## config.mk

```make
export PLATFORM = sky130hd
export DESIGN_NAME = imm_inst_encoder
export DESIGN_NICKNAME = d
export VERILOG_FILES = /design/src/rtl/imm_inst_encoder.sv
export SDC_FILE = /design/constraint.sdc
export NUM_CORES = 1
export LEC_CHECK = 0
export CAP_MARGIN = 10
export CORE_MARGIN = 8
export CORE_UTILIZATION = 39
export DETAILED_ROUTE_END_ITERATION = 8
export GPL_ROUTABILITY_DRIVEN = 0
export HOLD_SLACK_MARGIN = 0.02
export MAX_ROUTING_LAYER = met4
export PLACE_DENSITY_LB_ADDON = 0.25
export SETUP_SLACK_MARGIN = 0.2
export SYNTH_ARGS = -nofsm -noshare
export SYNTH_HDL_FRONTEND = slang
export SYNTH_SLANG_ARGS = --single-unit
```

## constraint.sdc

```tcl
create_clock -name clk -period 2.1 [get_ports clk]
set_clock_uncertainty 0.2 [all_clocks]
set_input_delay 0.21 -clock clk [delete_from_list [all_inputs] [get_ports clk]]
set_output_delay 0.21 -clock clk [all_outputs]
set_load 0.005 [all_outputs]
```

## src/rtl/imm_inst_encoder.sv

```systemverilog
// imm_inst_encoder: packs register fields and a 32-bit immediate into RV32I words.
// Optional feature IMM_SPLIT_EN expands an out-of-range load-immediate into LUI+ADDI.
`ifndef TYPE_BUS
`define TYPE_BUS 2:0
`endif
`ifndef INST_R
`define INST_R 3'b001
`endif
`ifndef INST_I
`define INST_I 3'b010
`endif
`ifndef Reg_Bus
`define Reg_Bus 31:0
`endif

module imm_inst_encoder #(
  parameter int unsigned CNT_W = 16
) (
  input  logic             clk,
  input  logic             rst_n,
  input  logic             in_valid,
  output logic             in_ready,
  input  logic [`TYPE_BUS] in_type,
  input  logic [4:0]       in_rd,
  input  logic [4:0]       in_rs1,
  input  logic [4:0]       in_rs2,
  input  logic [2:0]       in_funct3,
  input  logic [6:0]       in_funct7,
  input  logic [`Reg_Bus]  in_imm,
  output logic             out_valid,
  input  logic             out_ready,
  output logic [`Reg_Bus]  out_inst,
  output logic             out_last,
  output logic [CNT_W-1:0] inst_count,
  output logic             err
);

`ifdef IMM_SPLIT_EN
  typedef enum logic [1:0] {S_IDLE, S_ONE, S_FIRST} state_t;
`else
  typedef enum logic {S_IDLE, S_ONE} state_t;
`endif

  state_t          r_state;
  logic            r_out_valid;
  logic [31:0]     r_out_inst;
  logic            r_out_last;
  logic [CNT_W-1:0] r_count;
  logic            r_err;

  logic        w_is_r;
  logic        w_is_i;
  logic        w_in_range;
  logic        w_single;
  logic        w_accept;
  logic        w_fire;
  logic [31:0] w_word;

  assign w_is_r     = (in_type == `INST_R);
  assign w_is_i     = (in_type == `INST_I);
  // Fits the signed 12-bit field when bits [31:11] are pure sign extension.
  assign w_in_range = (in_imm[31:11] == '0) || (in_imm[31:11] == '1);
  assign w_single   = w_is_r || (w_is_i && w_in_range);
  assign w_word     = w_is_r ? {in_funct7, in_rs2, in_rs1, in_funct3, in_rd, 7'b0110011}
                             : {in_imm[11:0], in_rs1, in_funct3, in_rd, 7'b0010011};

`ifdef IMM_SPLIT_EN
  logic [31:0] r_pending;
  logic        w_split;
  logic [31:0] w_sum;
  logic [31:0] w_lui;
  logic [31:0] w_addi;

  assign w_split = w_is_i && !w_in_range && (in_funct3 == 3'b000) && (in_rs1 == 5'd0);
  // Rounding by 0x800 compensates for ADDI sign-extending lo12.
  assign w_sum   = in_imm + 32'h0000_0800;
  assign w_lui   = {w_sum[31:12], in_rd, 7'b0110111};
  assign w_addi  = {in_imm[11:0], in_rd, 3'b000, in_rd, 7'b0010011};
`endif

  assign in_ready = (r_state == S_IDLE) || ((r_state == S_ONE) && out_ready);
  assign w_accept = in_valid && in_ready;
  assign w_fire   = r_out_valid && out_ready;

  always_ff @(posedge clk or negedge rst_n) begin
    if (!rst_n) begin
      r_state     <= S_IDLE;
      r_out_valid <= 1'b0;
      r_out_inst  <= '0;
      r_out_last  <= 1'b0;
      r_count     <= '0;
      r_err       <= 1'b0;
`ifdef IMM_SPLIT_EN
      r_pending   <= '0;
`endif
    end else begin
      if (w_fire)
        r_count <= r_count + {{(CNT_W-1){1'b0}}, 1'b1};
      if (w_accept) begin
        if (w_single) begin
          r_state     <= S_ONE;
          r_out_valid <= 1'b1;
          r_out_inst  <= w_word;
          r_out_last  <= 1'b1;
        end
`ifdef IMM_SPLIT_EN
        else if (w_split) begin
          r_state     <= S_FIRST;
          r_out_valid <= 1'b1;
          r_out_inst  <= w_lui;
          r_out_last  <= 1'b0;
          r_pending   <= w_addi;
        end
`endif
        else begin
          r_state     <= S_IDLE;
          r_out_valid <= 1'b0;
          r_out_last  <= 1'b0;
          r_err       <= 1'b1;
        end
      end else begin
        case (r_state)
          S_ONE: begin
            if (out_ready) begin
              r_state     <= S_IDLE;
              r_out_valid <= 1'b0;
            end
          end
`ifdef IMM_SPLIT_EN
          S_FIRST: begin
            if (out_ready) begin
              r_state    <= S_ONE;
              r_out_inst <= r_pending;
              r_out_last <= 1'b1;
            end
          end
`endif
          default: ;
        endcase
      end
    end
  end

  assign out_valid  = r_out_valid;
  assign out_inst   = r_out_inst;
  assign out_last   = r_out_last;
  assign inst_count = r_count;
  assign err        = r_err;

endmodule
```

==> metrics.csv <==
stage,metric,value,unit
floorplanning,rows,27,
finish,area.growth.synth_to_final,80.57,%
worst_setup_path,cp-endpoint,out_inst[21],
worst_setup_path,rrSetupSlack,0.36,ns
pwr,pwr-share-clk,22.4,%
worst_setup_path,critPathLaunch,in_imm[14],
global_routing,grt-ovfl-total,0,
routing,drt-initial-drc-count,35,
routing,vias,1850,
timing,share_of_the_cycle_needed_by_the_critical_path_after_routing,93.09,%
logic_synthesis,mappedNetlistArea,0.002145,sq mm
routing,wl_per_cell,16.95,um
pwr,seq_power_share,45.7,%
logic_synthesis,netlist_instances,167,
placement,place_inst,361,
worst_setup_path,worst_r2r_endpoint,out_inst[21],
global_routing,first_global_vias,2066,
routing,first_pass_iters,4,
clock_tree,clockRootBuffer,sky130_fd_sc_hd__clkbuf_8,
logic_synthesis,synth.yosys.seq_area_share,54.84,%
floorplanning,floorplan.die_area,0.008128,sq mm
clock_tree,clock-sinks,47,
worst_setup_path,worst_r2r_path_depth,7,
routing,detail_route.drc_violations,0,
timing,finalCriticalPeriod,1.955,ns
logic_synthesis,synth_cell_types,26,
global_routing,grt_start_max_net_pins,25,
timing,layout_setup_ws,0.1451,ns
global_routing,grt.total_usage,16.75,%
pwr,pwr-share-comb,31.9,%
worst_setup_path,worst_ep_arrival,1.94,ns
timing,setup_viol,0,
floorplanning,io_pins,116,
placement,dpl_worst_slack,-0.4179,ns
global_routing,grt_pass1_wl,10640,um
timing,maxSlewHeadroom,62.44,%
routing,routed_via_count_divided_by_cell_count,4.843,
floorplanning,coreArea,0.005405,sq mm
finish,post_route_cells_drive_above_1_share,30.65,%
placement,postPlaceCellArea,0.003467,sq mm
logic_synthesis,synth_register_bits,47,
finish,final_cell_count_no_fill,382,
clock_tree,cts_tree,built,
clock_tree,path_clk_slew,0.08,ns
floorplanning,die-height,90.16,um
timing,timing_max_transition_violations_final,0,
routing,drt.antenna.violating_nets,0,
clock_tree,cts_inserted_buffers,5,
global_routing,antenna_found_initial,0,
timing,fmax,511.5,MHz
worst_setup_path,start_to_end_type_of_the_worst_setup_path,in2reg,
routing,finalWirelength,6473,um
logic_synthesis,post-synth-top-area-fraction,54.84,%
worst_setup_path,critical_path.startpoint_type,input port,
logic_synthesis,count_of_yosys_warnings_during_synthesis,0,
floorplanning,floorplan.die.width,90.16,um
worst_setup_path,worstSetupEndpointType,register,
worst_setup_path,worst_r2r_startpoint,r_state,
finish,insertedDiodeCount,0,
placement,port_buffers,112,
pwr,swShare,25.39,%
pwr,worst_ir_drop_vdd,0.4220,mV
clock_tree,cts_max_path_buffers,2,
worst_setup_path,required,2.08,ns
timing,grt_setup_unrepaired,yes,
logic_synthesis,synth_area_leader_cell,sky130_fd_sc_hd__dfrtp_1,
worst_setup_path,critical_path.max_fanout,7,
logic_synthesis,post_synth_main_area_contributors,"sky130_fd_sc_hd__dfrtp_1 55%, sky130_fd_sc_hd__mux2_2 19%, sky130_fd_sc_hd__xnor2_1 3.7%, sky130_fd_sc_hd__xor2_1 2.5%, sky130_fd_sc_hd__nand4_1 2.3%",
hold_path,min_path_type,in2reg,
timing,report.final.hold_viol_count,0,
pwr,p_per_area,662.2,mW/mm^2
finish,nNetsFinal,374,
pwr,p_int,1.913,mW
pwr,power_switching,0.6511,mW
floorplanning,initial_core_util,39.68,%
flow_run,maxCapViolCount,0,
clock_tree,insertion_delay,0.30,ns
logic_synthesis,synth.avg_cell_area,12.84,sq um
pwr,leakage,1.716,nW
clock_tree,cts-htree-levels,2,
timing,worst_slew_pin_slew,0.5634,ns
status,run_status,"finished, final reports clean",
placement,detailedPlacementHpwl,4615,um
pwr,power,2.565,mW
finish,finish.instance_area,0.003872,sq mm
-- cells by family (layout without fill, tap and decap cells) --
| family | count (synthesis) | after routing | share of synthesized area, % |
|---|---|---|---|
| other cells | 1 | 3 | 0.1749 |
| xor+xnor | 15 | 15 | 6.126 |
| buf+inv | 8 | 149 | 2.975 |
| flops | 47 | 47 | 54.84 |
| fa+ha+maj | 1 | 1 | 0.5833 |
| simple gates | 52 | 52 | 13.01 |
| mux | 38 | 38 | 19.95 |
| compound gates | 5 | 5 | 2.334 |
-- worst max-delay path, stage by stage --
cell and delay [ns]:
sky130_fd_sc_hd__buf_6 0.09, sky130_fd_sc_hd__or4_4 0.53, sky130_fd_sc_hd__nor3_4 0.17, sky130_fd_sc_hd__a31oi_4 0.12, sky130_fd_sc_hd__a21oi_4 0.16, sky130_fd_sc_hd__buf_6 0.11
sky130_fd_sc_hd__buf_6 0.11, sky130_fd_sc_hd__buf_12 0.13, sky130_fd_sc_hd__mux2_4 0.30
-- flip-flops by register name (all words and copies together), names as in the netlist --
name / cells
out_valid: 1
err: 1
inst_count: 16
out_last: 1
r_state: 1
out_inst: 27
-- cell usage after synthesis --
master / count
sky130_fd_sc_hd__nand3_1: 9
sky130_fd_sc_hd__ha_1: 1
sky130_fd_sc_hd__nor3_1: 2
sky130_fd_sc_hd__xnor2_1: 9
sky130_fd_sc_hd__nand2_1: 12
sky130_fd_sc_hd__a21o_1: 1
sky130_fd_sc_hd__nor4_1: 4
sky130_fd_sc_hd__nand2b_1: 3
sky130_fd_sc_hd__conb_1: 1
sky130_fd_sc_hd__buf_6: 2
sky130_fd_sc_hd__a32o_1: 1
sky130_fd_sc_hd__nand4_1: 8
sky130_fd_sc_hd__a41o_1: 1
sky130_fd_sc_hd__and4_1: 3
sky130_fd_sc_hd__or4_1: 1
sky130_fd_sc_hd__a21oi_4: 1
sky130_fd_sc_hd__xor2_1: 6
sky130_fd_sc_hd__dfrtp_1: 47
sky130_fd_sc_hd__mux2_2: 37
sky130_fd_sc_hd__nor3b_1: 2
sky130_fd_sc_hd__clkbuf_1: 1
sky130_fd_sc_hd__nor3_2: 1
sky130_fd_sc_hd__nor2_1: 7
sky130_fd_sc_hd__buf_4: 5
sky130_fd_sc_hd__mux2_1: 1
sky130_fd_sc_hd__a31oi_1: 1
-- cell type report --
class	instances	area [sq um]
fillers	393	1533
repair buffers	141	1420
flip-flops and latches	47	1176
multi-input cells	114	1091
well taps	72	90.09
clock buffers	7	86.33
clock inverters	1	8.758
-- layout by cell type, fill, tap and decap left out, drive strengths merged, types with 2 or more instances in the layout --
cell / instances
and4: 3
buf: 32
clkbuf: 11
clkdlybuf4s50: 86
conb: 3
dfrtp: 47
dlygate4sd2: 12
dlymetal6s2s: 5
mux2: 38
nand2: 12
nand2b: 3
nand3: 9
nand4: 8
nor2: 7
nor3: 3
nor3b: 2
nor4: 4
xnor2: 9
xor2: 6
-- repair_timing --
item / CTS / global route
cloned: 3 / 0
hold endpoints to repair: 23 / 0
hold buffers: 1 / 0
buffers inserted: 5 / 4
resized for setup: 70 / 19
endpoints found under the setup margin: 31 / 27
pin swaps: 12 / 11
-- power by group through the flow --
stage                     Clock [mW]  Combinational [mW]  Sequential [mW]
final                          0.575               0.818             1.17
after global routing           0.636               0.884             1.19
after CTS                      0.586               0.822             1.17
after detailed placement           0               0.735             1.18
after global placement             0               0.723             1.18
after floorplan                    0               0.201             1.18
-- worst min-delay path by stage --
stage | slack (ns) | endpoint | depth (start not counted) | startpoint
detailed placement | 0.04 | out_inst[13] | 1 | rst_n
floorplan | -0.29 | err | 0 | rst_n
CTS | 0.19 | inst_count[2] | 3 | out_ready
global route | 0.22 | inst_count[2] | 3 | out_ready
finish | 0.19 | inst_count[2] | 3 | out_ready
global placement | 0.03 | out_inst[13] | 1 | rst_n
-- routing by layer --
layer / vias to the layer above / GRT usage, % / share of wire, %
met1: 894 / 18.19 / 40
met4: 0 / 6.241 / 2.3
li1: 879 / - / -
met5: - / - / 0
met2: 64 / 27.36 / 51
met3: 13 / 6.318 / 7.0
-- metrics by stage --
| step | hold WS (ns) | util (%) | setup TNS [ns] |
|---|---|---|---|
| after CTS | 0.1898 | 70.67 | 0 |
| after detailed placement | 0.03528 | 64.14 | -11.21 |
| final | 0.1937 | 71.64 | 0 |
| after global routing | 0.2191 | 71.64 | 0 |
| after global placement | 0.02992 | 64.14 | -9.981 |
| after floorplan | -0.2856 | - | 0 |
(Power assumes the default switching activity.)
